### src/rtl/pcm_serial_rx.sv
// pcm_serial_rx: serial PCM byte receiver with a small sample FIFO.
// Shifts in MSB-first bytes framed by fsync on bclk_en strobes, tags each
// byte with the companding law seen at bit 7, and queues the tagged bytes
// for a downstream G711 expander through a valid/ready head interface.
module pcm_serial_rx #(
  parameter int DEPTH = 4,
  parameter int LVL_W = 3
) (
  input  logic             clk,
  input  logic             rst_n,
  input  logic             bclk_en,
  input  logic             fsync,
  input  logic             sdata,
  input  logic             law,
  output logic [7:0]       pcm,
  output logic             pcm_law,
  output logic             pcm_valid,
  input  logic             pcm_ready,
  output logic [LVL_W-1:0] level,
  output logic             overrun,
  output logic             frame_err,
  input  logic             clr_err
);

  localparam int AW = (DEPTH > 1) ? $clog2(DEPTH) : 1;

  typedef enum logic {
    IDLE  = 1'b0,
    SHIFT = 1'b1
  } state_t;

  state_t           state_q;
  logic [2:0]       cnt_q;
  logic [7:0]       sr_q;
  logic             tag_q;
  logic             frame_err_q;
  logic             push_q;
  logic [7:0]       push_byte_q;
  logic             push_law_q;

  logic [7:0]       mem_q     [DEPTH];
  logic             mem_law_q [DEPTH];
  logic [LVL_W-1:0] wr_q;
  logic [LVL_W-1:0] rd_q;
  logic [7:0]       last_q;
  logic             last_law_q;
  logic             overrun_q;

  logic [LVL_W-1:0] level_d;
  logic             empty;
  logic             full;
  logic             pop;
  logic             wr_en;
  logic             drop;

  // Frame FSM: bit counter, shift register, law tag, and the one-cycle
  // completed-byte strobe that feeds the FIFO on the following edge.
  always_ff @(posedge clk or negedge rst_n) begin
    if (!rst_n) begin
      state_q     <= IDLE;
      cnt_q       <= 3'd0;
      sr_q        <= 8'h00;
      tag_q       <= 1'b0;
      frame_err_q <= 1'b0;
      push_q      <= 1'b0;
    end else begin
      push_q      <= 1'b0;
      frame_err_q <= 1'b0;
      if (bclk_en) begin
        case (state_q)
          IDLE: begin
            if (fsync) begin
              sr_q    <= {sdata, 7'b0};
              tag_q   <= law;
              cnt_q   <= 3'd1;
              state_q <= SHIFT;
            end
          end
          SHIFT: begin
            if (fsync) begin
              // Early frame sync: drop the partial byte, restart on this bit.
              frame_err_q <= 1'b1;
              sr_q        <= {sdata, 7'b0};
              tag_q       <= law;
              cnt_q       <= 3'd1;
            end else if (cnt_q == 3'd7) begin
              push_q  <= 1'b1;
              sr_q    <= 8'h00;
              cnt_q   <= 3'd0;
              state_q <= IDLE;
            end else begin
              sr_q[3'd7 - cnt_q] <= sdata;
              cnt_q              <= cnt_q + 3'd1;
            end
          end
          default: state_q <= IDLE;
        endcase
      end
    end
  end

  // Completed byte and its law tag, captured alongside the push strobe.
  always_ff @(posedge clk) begin
    if (bclk_en && !fsync && state_q == SHIFT && cnt_q == 3'd7) begin
      push_byte_q <= {sr_q[7:1], sdata};
      push_law_q  <= tag_q;
    end
  end

  // Pointers carry one extra wrap bit so a full FIFO is distinct from empty.
  always_comb begin
    level_d = wr_q - rd_q;
    empty   = (level_d == '0);
    full    = (level_d == LVL_W'(DEPTH));
    pop     = !empty && pcm_ready;
    wr_en   = push_q && (!full || pop);
    drop    = push_q && full && !pop;
  end

  // FIFO storage; a push while full is only accepted when the head pops too.
  always_ff @(posedge clk) begin
    if (wr_en) begin
      mem_q[wr_q[AW-1:0]]     <= push_byte_q;
      mem_law_q[wr_q[AW-1:0]] <= push_law_q;
    end
  end

  // FIFO pointers, last-popped hold register and sticky overrun flag.
  always_ff @(posedge clk or negedge rst_n) begin
    if (!rst_n) begin
      wr_q       <= '0;
      rd_q       <= '0;
      last_q     <= 8'h00;
      last_law_q <= 1'b0;
      overrun_q  <= 1'b0;
    end else begin
      if (wr_en) wr_q <= wr_q + LVL_W'(1);
      if (pop) begin
        rd_q       <= rd_q + LVL_W'(1);
        last_q     <= mem_q[rd_q[AW-1:0]];
        last_law_q <= mem_law_q[rd_q[AW-1:0]];
      end
      // A new overrun outranks a clear arriving on the same edge.
      if (drop) overrun_q <= 1'b1;
      else if (clr_err) overrun_q <= 1'b0;
    end
  end

  // Head-of-FIFO presentation; an empty FIFO keeps showing the last pop.
  always_comb begin
    pcm_valid = !empty;
    pcm       = empty ? last_q : mem_q[rd_q[AW-1:0]];
    pcm_law   = empty ? last_law_q : mem_law_q[rd_q[AW-1:0]];
    level     = level_d;
    overrun   = overrun_q;
    frame_err = frame_err_q;
  end

endmodule
### config.mk
export PLATFORM = sky130hd
export DESIGN_NAME = pcm_serial_rx
export DESIGN_NICKNAME = d
export VERILOG_FILES = /design/src/rtl/pcm_serial_rx.sv
export SDC_FILE = /design/constraint.sdc
export NUM_CORES = 1
export LEC_CHECK = 0
export CORE_MARGIN = 4
export CORE_UTILIZATION = 57
export CTS_CLUSTER_SIZE = 25
export DETAILED_ROUTE_END_ITERATION = 10
export PLACE_DENSITY = 0.78
export SLEW_MARGIN = 20
export SYNTH_ARGS = -nofsm -noshare
export SYNTH_HDL_FRONTEND = slang
export SYNTH_SLANG_ARGS = --single-unit
### constraint.sdc
create_clock -name clk -period 2.8 [get_ports clk]
set_clock_uncertainty 0.2 [all_clocks]
set_input_delay 0.42 -clock clk [delete_from_list [all_inputs] [get_ports clk]]
set_output_delay 0.42 -clock clk [all_outputs]
set_load 0.02 [all_outputs]
**After elaboration in Yosys (flattened, before gate mapping)**

Memory sizes are Yosys's and may differ from the RTL's.
Cells that the tools add are included.

- Add/sub/neg operators: 5
- Magnitude comparators: 2
- Eq/ne operators: 3
- Mux-type cells: 28
- Bitwise gates (word level): 1
- Reduce and logical (&&, ||, !) cells: 17

Operators with widths:

| cell | number |
|---|---|
| $mux W8 | 4 |
| $mux W1 | 16 |
| $pmux W8 S2 | 1 |
| $add A3 B1 Y3 const B | 3 |
| $mux W3 | 3 |
| $bwmux W8 | 1 |
| $logic_and A1 B1 Y1 | 8 |
| $eq A3 B3 Y1 const B | 2 |
| $pmux W3 S2 | 1 |
| $logic_not A1 Y1 | 4 |
| $lt A3 B4 Y1 const B | 1 |
| $reduce_and A2 Y1 | 2 |
| $demux W1 S3 | 1 |
| $ge A3 B1 Y1 const B | 1 |
| $logic_not A3 Y1 | 1 |
| $sub A3 B3 Y3 | 1 |
| $sub A3 B3 Y3 const A | 1 |
| $ne A2 B2 Y1 const B | 1 |
| $pmux W1 S2 | 1 |
| $reduce_bool A2 Y1 | 1 |
| $logic_or A1 B1 Y1 | 1 |
| $not A1 Y1 | 1 |

- Bits in registers: 40
- RAM bits: 36
- Input port bits: 8
- Word-level logic and storage cells: 71
- Memories kept: 2

Memory list:

| name | words | width | read ports | clocked after Yosys merged registers in | write ports | RTL line | text |
|---|---|---|---|---|---|---|---|
| mem_q | 4 | 8 | 1 | 0 | 1 | 41 | `logic [7:0] mem_q [DEPTH];` |
| mem_law_q | 4 | 1 | 1 | 0 | 1 | 42 | `logic mem_law_q [DEPTH];` |

**Depth between registers and ports, before layout**

Gate-level depths: netlist of run 1.

- Depth in word-level cells: 9
- Depth in mapped cells: 7
- Gate-level depth less buffers: 6

**Worst setup path after synthesis of run 1**

Ideal clock, no wire load.

- Kind: reg2out
- Start point: register wr_q[0]
- End point: output pcm[0]
- Arrival time: 2.109 ns
- Data required time: 2.180 ns
- Setup slack: 0.071 ns
- Stages on the path, launching flop included: 7
- Buffers on the path: 0
- Cell sequence: dfrtp_1 inv_1 ha_1 fa_1 xor3_4 nor2_8 mux2_2

- Word-level cells in the longest chain between the ends: 3

Ends and longest elaborated chain:

| item | RTL line | text |
|---|---|---|
| from (decl) | 43 | `logic [LVL_W-1:0] wr_q;` |
| from (signal assigned) | 137 | `if (wr_en) wr_q <= wr_q + LVL_W'(1);` |
| $sub A3 B3 Y3 | 112 | `level_d = wr_q - rd_q;` |
| via level[2] | 19 | `output logic [LVL_W-1:0] level,` |
| $logic_not A3 Y1 | 113 | `empty = (level_d == '0);` |
| $mux W8 | 152 | `pcm = empty ? last_q : mem_q[rd_q[AW-1:0]];` |
| to (decl) | 15 | `output logic [7:0] pcm,` |

The timed path passes the listed nets, and every way through them passes these cells.

**Worst setup path in the final report of run 1**

- Start point: register wr_q[0]
- End point: output pcm[3]

- Word-level cells in the longest chain between the ends: 3

Ends and longest elaborated chain:

| item | RTL line |
|---|---|
| $sub A3 B3 Y3 | 112 |
| $logic_not A3 Y1 | 113 |
| $mux W8 | 152 |

Every way passes these cells.

==> flow_summary.yaml, run 1 <==
yosys:
  synthArstFlopShare_pct: 40.00
  synthMuxAreaShare_pct: 15.99
  synthDistinctLibCells: 39
  yosysTopAreaCell: "edfxtp_1"
  syn_inst: 198
  syn_area_per_cell_um2: 16.52
  synth_top_family_by_area: "multiplexers"
  yosysSeqAreaShare_pct: 64.27
  synth-xor-area-share_pct: 1.913
  synth_compound_area_share_pct: 5.356
  syn-num-nets: 216
  synth_top_area_share_pct: 41.32
  synth_common_cells: "edfxtp_1 (45), dfrtp_1 (30), mux2_2 (12), inv_1 (10)"
  synth_area_um2: 3271
  synthTopCellsByArea: "edfxtp_1 (41%), dfrtp_1 (23%), mux4_2 (6.2%), mux2_4 (4.1%), mux2_2 (4.1%)"
  ys.flop_type: "edfxtp_1"
  yosys.cell_count.top_type: "edfxtp_1"
  ys_seq_elements: 75
  synth_fa_ha_area_share_pct: 4.055
  yosysWarnings: 0
  yosys.area_share.simple_pct: 5.585
  synth_edf_count: 45
floorplanning:
  num_rows: 27
  start_util_pct: 59.03
  die-area_um2: 7014
  fp.dieH_um: 83.75
  coreArea_um2: 5540
  die_width_um: 83.75
  ios: 23
min_path:
  hold_start: "sr_q[2]$_DFFE_PN0P_"
  hold_path.class: "flip-flop to flip-flop"
  holdPathEnd: "push_byte_q[2]$_DFFE_PP_"
  min_path_cells: 0
timing:
  finalSetupViolations: 10
  slew_viol_final: 0
  worst_slew_pin_slew_ns: 0.4629
  maxSlewHeadroom_pct: 68.81
  period_minus_slack_ns: 2.988
  timing.hold.ws_ns: 0.2490
  worst_slack_ns: -0.1878
  hold_viol_final: 0
  min_period_over_period_pct: 106.7
  clock.fmax_ghz: 0.3347
  grt_setup_unrepaired: "yes"
global_routing:
  grt_usage_pct: 19.64
  use_met3_pct: 6.022
  grt_pass1_vias: 1945
  use_met2_pct: 34.06
  grt_start_max_net_pins: 31
  grt_pass1_wl_um: 10410
  antenna_found_initial: 0
  grt.busiest_layer: "met2"
  met1_usage_pct: 23.51
  grt_overflow: 0
critical_path:
  cp.required_ns: 2.18
  cp.arrival_ns: 2.37
  worstPathCellList: "inv_2, ha_4, fa_2, xor3_4, nor2_8, mux2_2, buf_2"
  rr_startpoint: "wr_q[0]$_DFFE_PN0P_"
  reg2reg_to: "last_law_q$_DFFE_PN0N_"
  endpoint_kind: "output port"
  worstRegToRegCells: 9
  path_buf_inv: 2
  cp_top_family: "adder cells"
  critical-path-slowest-cell: "xor3_4"
  cp_slowest_stage_delay_ns: 0.40
  reg2reg_slack_ns: 0.16
  crit_fanout: 5
  path_class: "flip-flop to output port"
  worstSetupStartpointType: "flip-flop"
run:
  maxCapViolations: 0
clocking:
  clkLatencyLatePin_ns: 0.34
  clock_path_buffers: 2
  path_clk_slew_ns: 0.07
  clockRootBuffer: "clkbuf_8"
  cts_buffers: 9
  htreeDepth: 3
  cts_sinks: 75
  tritoncts: "done"
routing:
  drcViolationCount: 0
  num_vias: 1814
  drtIter0Drc: 99
  totalWireLength_um: 6175
  first_pass_iters: 4
  avgRoutedWirePerCell_um: 19.42
  vias_per_cell: 5.704
  ant_nets: 0
layout:
  drive_gt1_share_pct: 35.77
  nets: 259
  ff_latch_area_um2: 2102
  area_growth_pct: 21.73
  multiInputGateArea_um2: 1150
  antenna_cells: 0
  fill_cells: 330
power:
  leakage_nw: 1.598
  ir_worst_vdd_v: 0.0006425
  power_density_nw_per_um2: 1044
run_status:
  status: "finished with violations"
  violations: "negative setup slack"
place:
  preCtsSetupSlack_ns: -0.3081
  hpwl_um: 3900
  gp_congestion: 0.9309
  port-buffer-count: 22
[flip-flops by register name, summed over array words and instances (netlist names)]
| register | cells |
|---|---|
| mem_q | 32 |
| last_q | 8 |
| push_byte_q | 8 |
| sr_q | 7 |
| mem_law_q | 4 |
| cnt_q | 3 |
| rd_q | 3 |
| wr_q | 3 |
| frame_err | 1 |
| last_law_q | 1 |
| overrun | 1 |
| push_law_q | 1 |
| push_q | 1 |
| state_q | 1 |
| tag_q | 1 |
[timing repair]
action / 4_1_cts / 5_1_grt
hold buffers: 0 / 0
gates resized for setup: 80 / 6
hold endpoints to repair: 0 / 0
endpoints found under the setup margin: 29 / 49
pin swaps: 4 / 3
cloned: 1 / 0
setup buffers: 4 / 2
[worst max-delay path by stage]
stage | from | endpoint | slack, ns | cells past startpoint
after CTS | rd_q[0]$_DFFE_PN0N_ | pcm[1] | -0.38 | 6
after floorplan | wr_q[0]$_DFFE_PN0P_ | pcm[0] | 0.07 | 6
after detailed placement | wr_q[0]$_DFFE_PN0P_ | pcm[5] | -0.31 | 7
after global placement | rd_q[0]$_DFFE_PN0N_ | pcm[3] | -0.26 | 6
after global routing | wr_q[0]$_DFFE_PN0P_ | pcm[0] | -0.27 | 7
final | wr_q[0]$_DFFE_PN0P_ | pcm[3] | -0.19 | 7
[metrics by stage]
step / power, mW / util (%) / instances / setup TNS [ns] / cell area, µm²
2_1_floorplan: 2.449 / - / 198 / 0 / 3271
3_3_place_gp: 2.942 / 65.76 / 296 / -2.329 / 3643
3_5_place_dp: 3.023 / 65.76 / 296 / -2.651 / 3643
4_1_cts: 4.102 / 71.32 / 317 / -3.687 / 3951
5_1_grt: 4.385 / 71.86 / 318 / -2.349 / 3981
6_report: 4.155 / 71.86 / 318 / -1.468 / 3981
[cell families (layout without fill, tap and decap cells)]
group           count (synthesis)  count (layout)
simple gates                   29              30
compound gates                 24              24
xor+xnor                        5               5
mux                            35              35
fa+ha+maj                      10              10
flops                          75              75
buf+inv                        20              67
[power breakdown]
part	switching, mW	internal [mW]
clock network	0.370	0.503
registers	0.103	1.29
logic	0.893	0.993
total	1.37	2.79
[per-layer routing]
metal  vias to the layer above  wire length [µm]  share of wire (%)
li1                        833                 -                  -
met2                        51              3337                 54
met3                         6               303                4.9
met4                         0                78                1.3
met1                       924              2456                 40
met5                         -                 0                  0
[final cells by class]
| class | instances | share of cell area [%] |
|---|---|---|
| timing repair buffer | 41 | 9.648 |
| clock inverter | 6 | 2.263 |
| inverter | 10 | 0.9428 |
| sequential | 75 | 52.80 |
| clock buffer | 10 | 3.206 |
| multi-input combinational | 104 | 28.88 |
| tap | 72 | 2.263 |
[layout by cell type, fill, tap and decap left out, drive strengths merged, types with 4 or more instances in the layout]
cell type / n
nor2: 5
edfxtp: 45
mux4: 9
and2: 4
clkbuf: 10
nand2: 6
clkdlybuf4s50: 11
ha: 9
inv: 10
buf: 30
dfrtp: 30
mux2: 21
o21ai: 10
mux2i: 5
Note: power is estimated with default switching activity, not from simulation.
==> inputs of run 2 (changes only) <==
- CTS_CLUSTER_SIZE: 25 -> 10
==> results of run 2 <==
Final layout, timing and power as in run 1 (identical DEF).
==> inputs of run 3 (changes only) <==
- GPL_ROUTABILITY_DRIVEN: default -> 0
- PLACE_DENSITY: 0.78 -> 0.82
==> flow_summary.yaml, run 3 (same netlist as run 1, synthesis figures left out) <==
timing:
  timing.hold.ws_ns: 0.2496
  grt_setup_unrepaired: "yes"
  min_period_over_period_pct: 106.3
  maxSlewHeadroom_pct: 72.14
  clock.fmax_ghz: 0.3361
  finalSetupViolations: 10
  hold_viol_final: 0
  worst_slack_ns: -0.1752
  period_minus_slack_ns: 2.975
  slew_viol_final: 0
  worst_slew_pin_slew_ns: 0.4135
layout:
  nets: 260
  antenna_cells: 0
  largest_reg_flops: 32
  layout.cells.most_common_list: "edfxtp_1 (45), dfrtp_1 (30), mux2_4 (17), buf_4 (17)"
  area_growth_pct: 20.35
  utilization_pct: 71.05
  fill_cells: 363
  drive_gt1_share_pct: 34.41
  layout_commonest_cell: "edfxtp_1"
clocking:
  holdBufCountCts: 0
  clock_path_buffers: 2
  clockRootBuffer: "clkbuf_8"
  htreeDepth: 3
  clkLatencyLatePin_ns: 0.34
  cts_sinks: 75
  tritoncts: "done"
  path_clk_slew_ns: 0.07
  cts_buffers: 9
routing:
  ant_nets: 0
  totalWireLength_um: 5369
  num_vias: 1752
  drcViolationCount: 0
  avgRoutedWirePerCell_um: 16.83
  drtIter0Drc: 87
  vias_per_cell: 5.492
  first_pass_iters: 4
global_routing:
  antenna_found_initial: 0
  grt_overflow: 0
  grt_pass1_vias: 1804
  grt_start_max_net_pins: 31
  grt_usage_pct: 16.76
  grt_pass1_wl_um: 8990
run_status:
  violations: "negative setup slack"
  status: "finished with violations"
power:
  power.total_mw: 3.926
  share_comb_of_total_power_pct: 46.5
  seqPwrFrac_pct: 35.5
  clkPwrFrac_pct: 18.0
  leakage_nw: 1.584
  p_sw_share_pct: 33.24
  power_density_nw_per_um2: 997.5
  p_int_mw: 2.621
  ir_worst_vdd_v: 0.0006057
  p_sw_mw: 1.305
critical_path:
  cp.required_ns: 2.18
  worstSetupStartpointType: "flip-flop"
  crit_fanout: 5
  cp.arrival_ns: 2.36
  path_class: "flip-flop to output port"
  reg2reg_slack_ns: 0.14
  endpoint_kind: "output port"
min_path:
  hold_path.class: "flip-flop to flip-flop"
place:
  hpwl_um: 3643
  port-buffer-count: 22
floorplanning:
  num_rows: 27
  coreArea_um2: 5540
  die-area_um2: 7014
  start_util_pct: 59.03
  ios: 23
  die_width_um: 83.75
  fp.dieH_um: 83.75
run:
  maxCapViolations: 0
[run 3: changes by cell type in the layout (fill, tap and decap cells not counted), sizes merged]
| cell | delta |
|---|---|
| buf | +1 |
| bufinv | -2 |
| clkbuf | +2 |
| clkinv | +1 |
| clkinvlp | -1 |
[run 3: per-stage QoR]
step | setup slack (ns) | TNS (ns) | cell area (µm²) | instances
CTS | -0.3707 | -3.509 | 3913 | 318
global route | -0.2616 | -2.295 | 3936 | 319
detailed placement | -0.3226 | -2.855 | 3659 | 298
global placement | -0.2643 | -2.287 | 3659 | 298
floorplan | 0.07100 | 0 | 3271 | 198
finish | -0.1752 | -1.350 | 3936 | 319
[run 3: final cells by class]
cell class	instances	area [µm²]	share of cell area, %
flip-flops and latches	75	2102	53.40
repair buffers	42	391.6	9.949
clock buffers	12	145.1	3.687
clock inverters	4	27.53	0.6993
multi-input cells	104	1142	29.02
well taps	72	90.09	2.289
inverters	10	37.54	0.9536
[run 3: path summary, 6_finish.rpt]
kind,cells past startpoint,start,endpoint
max,6,rd_q[0]$_DFFE_PN0N_,pcm_law
min,0,sr_q[4]$_DFFE_PN0P_,push_byte_q[4]$_DFFE_PP_
max reg2reg,8,rd_q[0]$_DFFE_PN0N_,mem_q[1][2]$_DFFE_PP_
min reg2reg,0,sr_q[4]$_DFFE_PN0P_,push_byte_q[4]$_DFFE_PP_
max in group asynchronous,2,rst_n,wr_q[0]$_DFFE_PN0P_
min in group asynchronous,2,rst_n,rd_q[1]$_DFFE_PN0N_
[run 3: critical path: stages (launching register included)]
cell	delay [ns]
dfrtp_1	0.41
ha_4	0.17
fa_2	0.35
xor3_4	0.40
nor2_8	0.18
mux2_2	0.35
buf_2	0.16
[run 3: repair_timing]
action	in CTS	in global routing
cloned	1	0
buffers inserted	3	2
pin swaps	5	4
resized for setup	71	9
endpoints found under the setup margin	11	38
[run 3: power by group through the flow]
stage | clock network [mW] | logic (mW) | registers (mW)
after global placement | 0 | 1.55 | 1.40
after CTS | 0.726 | 1.78 | 1.38
after floorplan | 0 | 1.07 | 1.38
final | 0.707 | 1.83 | 1.39
after global routing | 0.782 | 1.96 | 1.41
after detailed placement | 0 | 1.60 | 1.41
[run 3: layer usage]
layer  part of all wire (%)  routed length [µm]  track usage (%)
met4                    1.7                  93            6.140
met2                     51                2724            27.48
met1                     43                2286            20.34
met3                    4.9                 264            6.219
met5                      0                   0                0
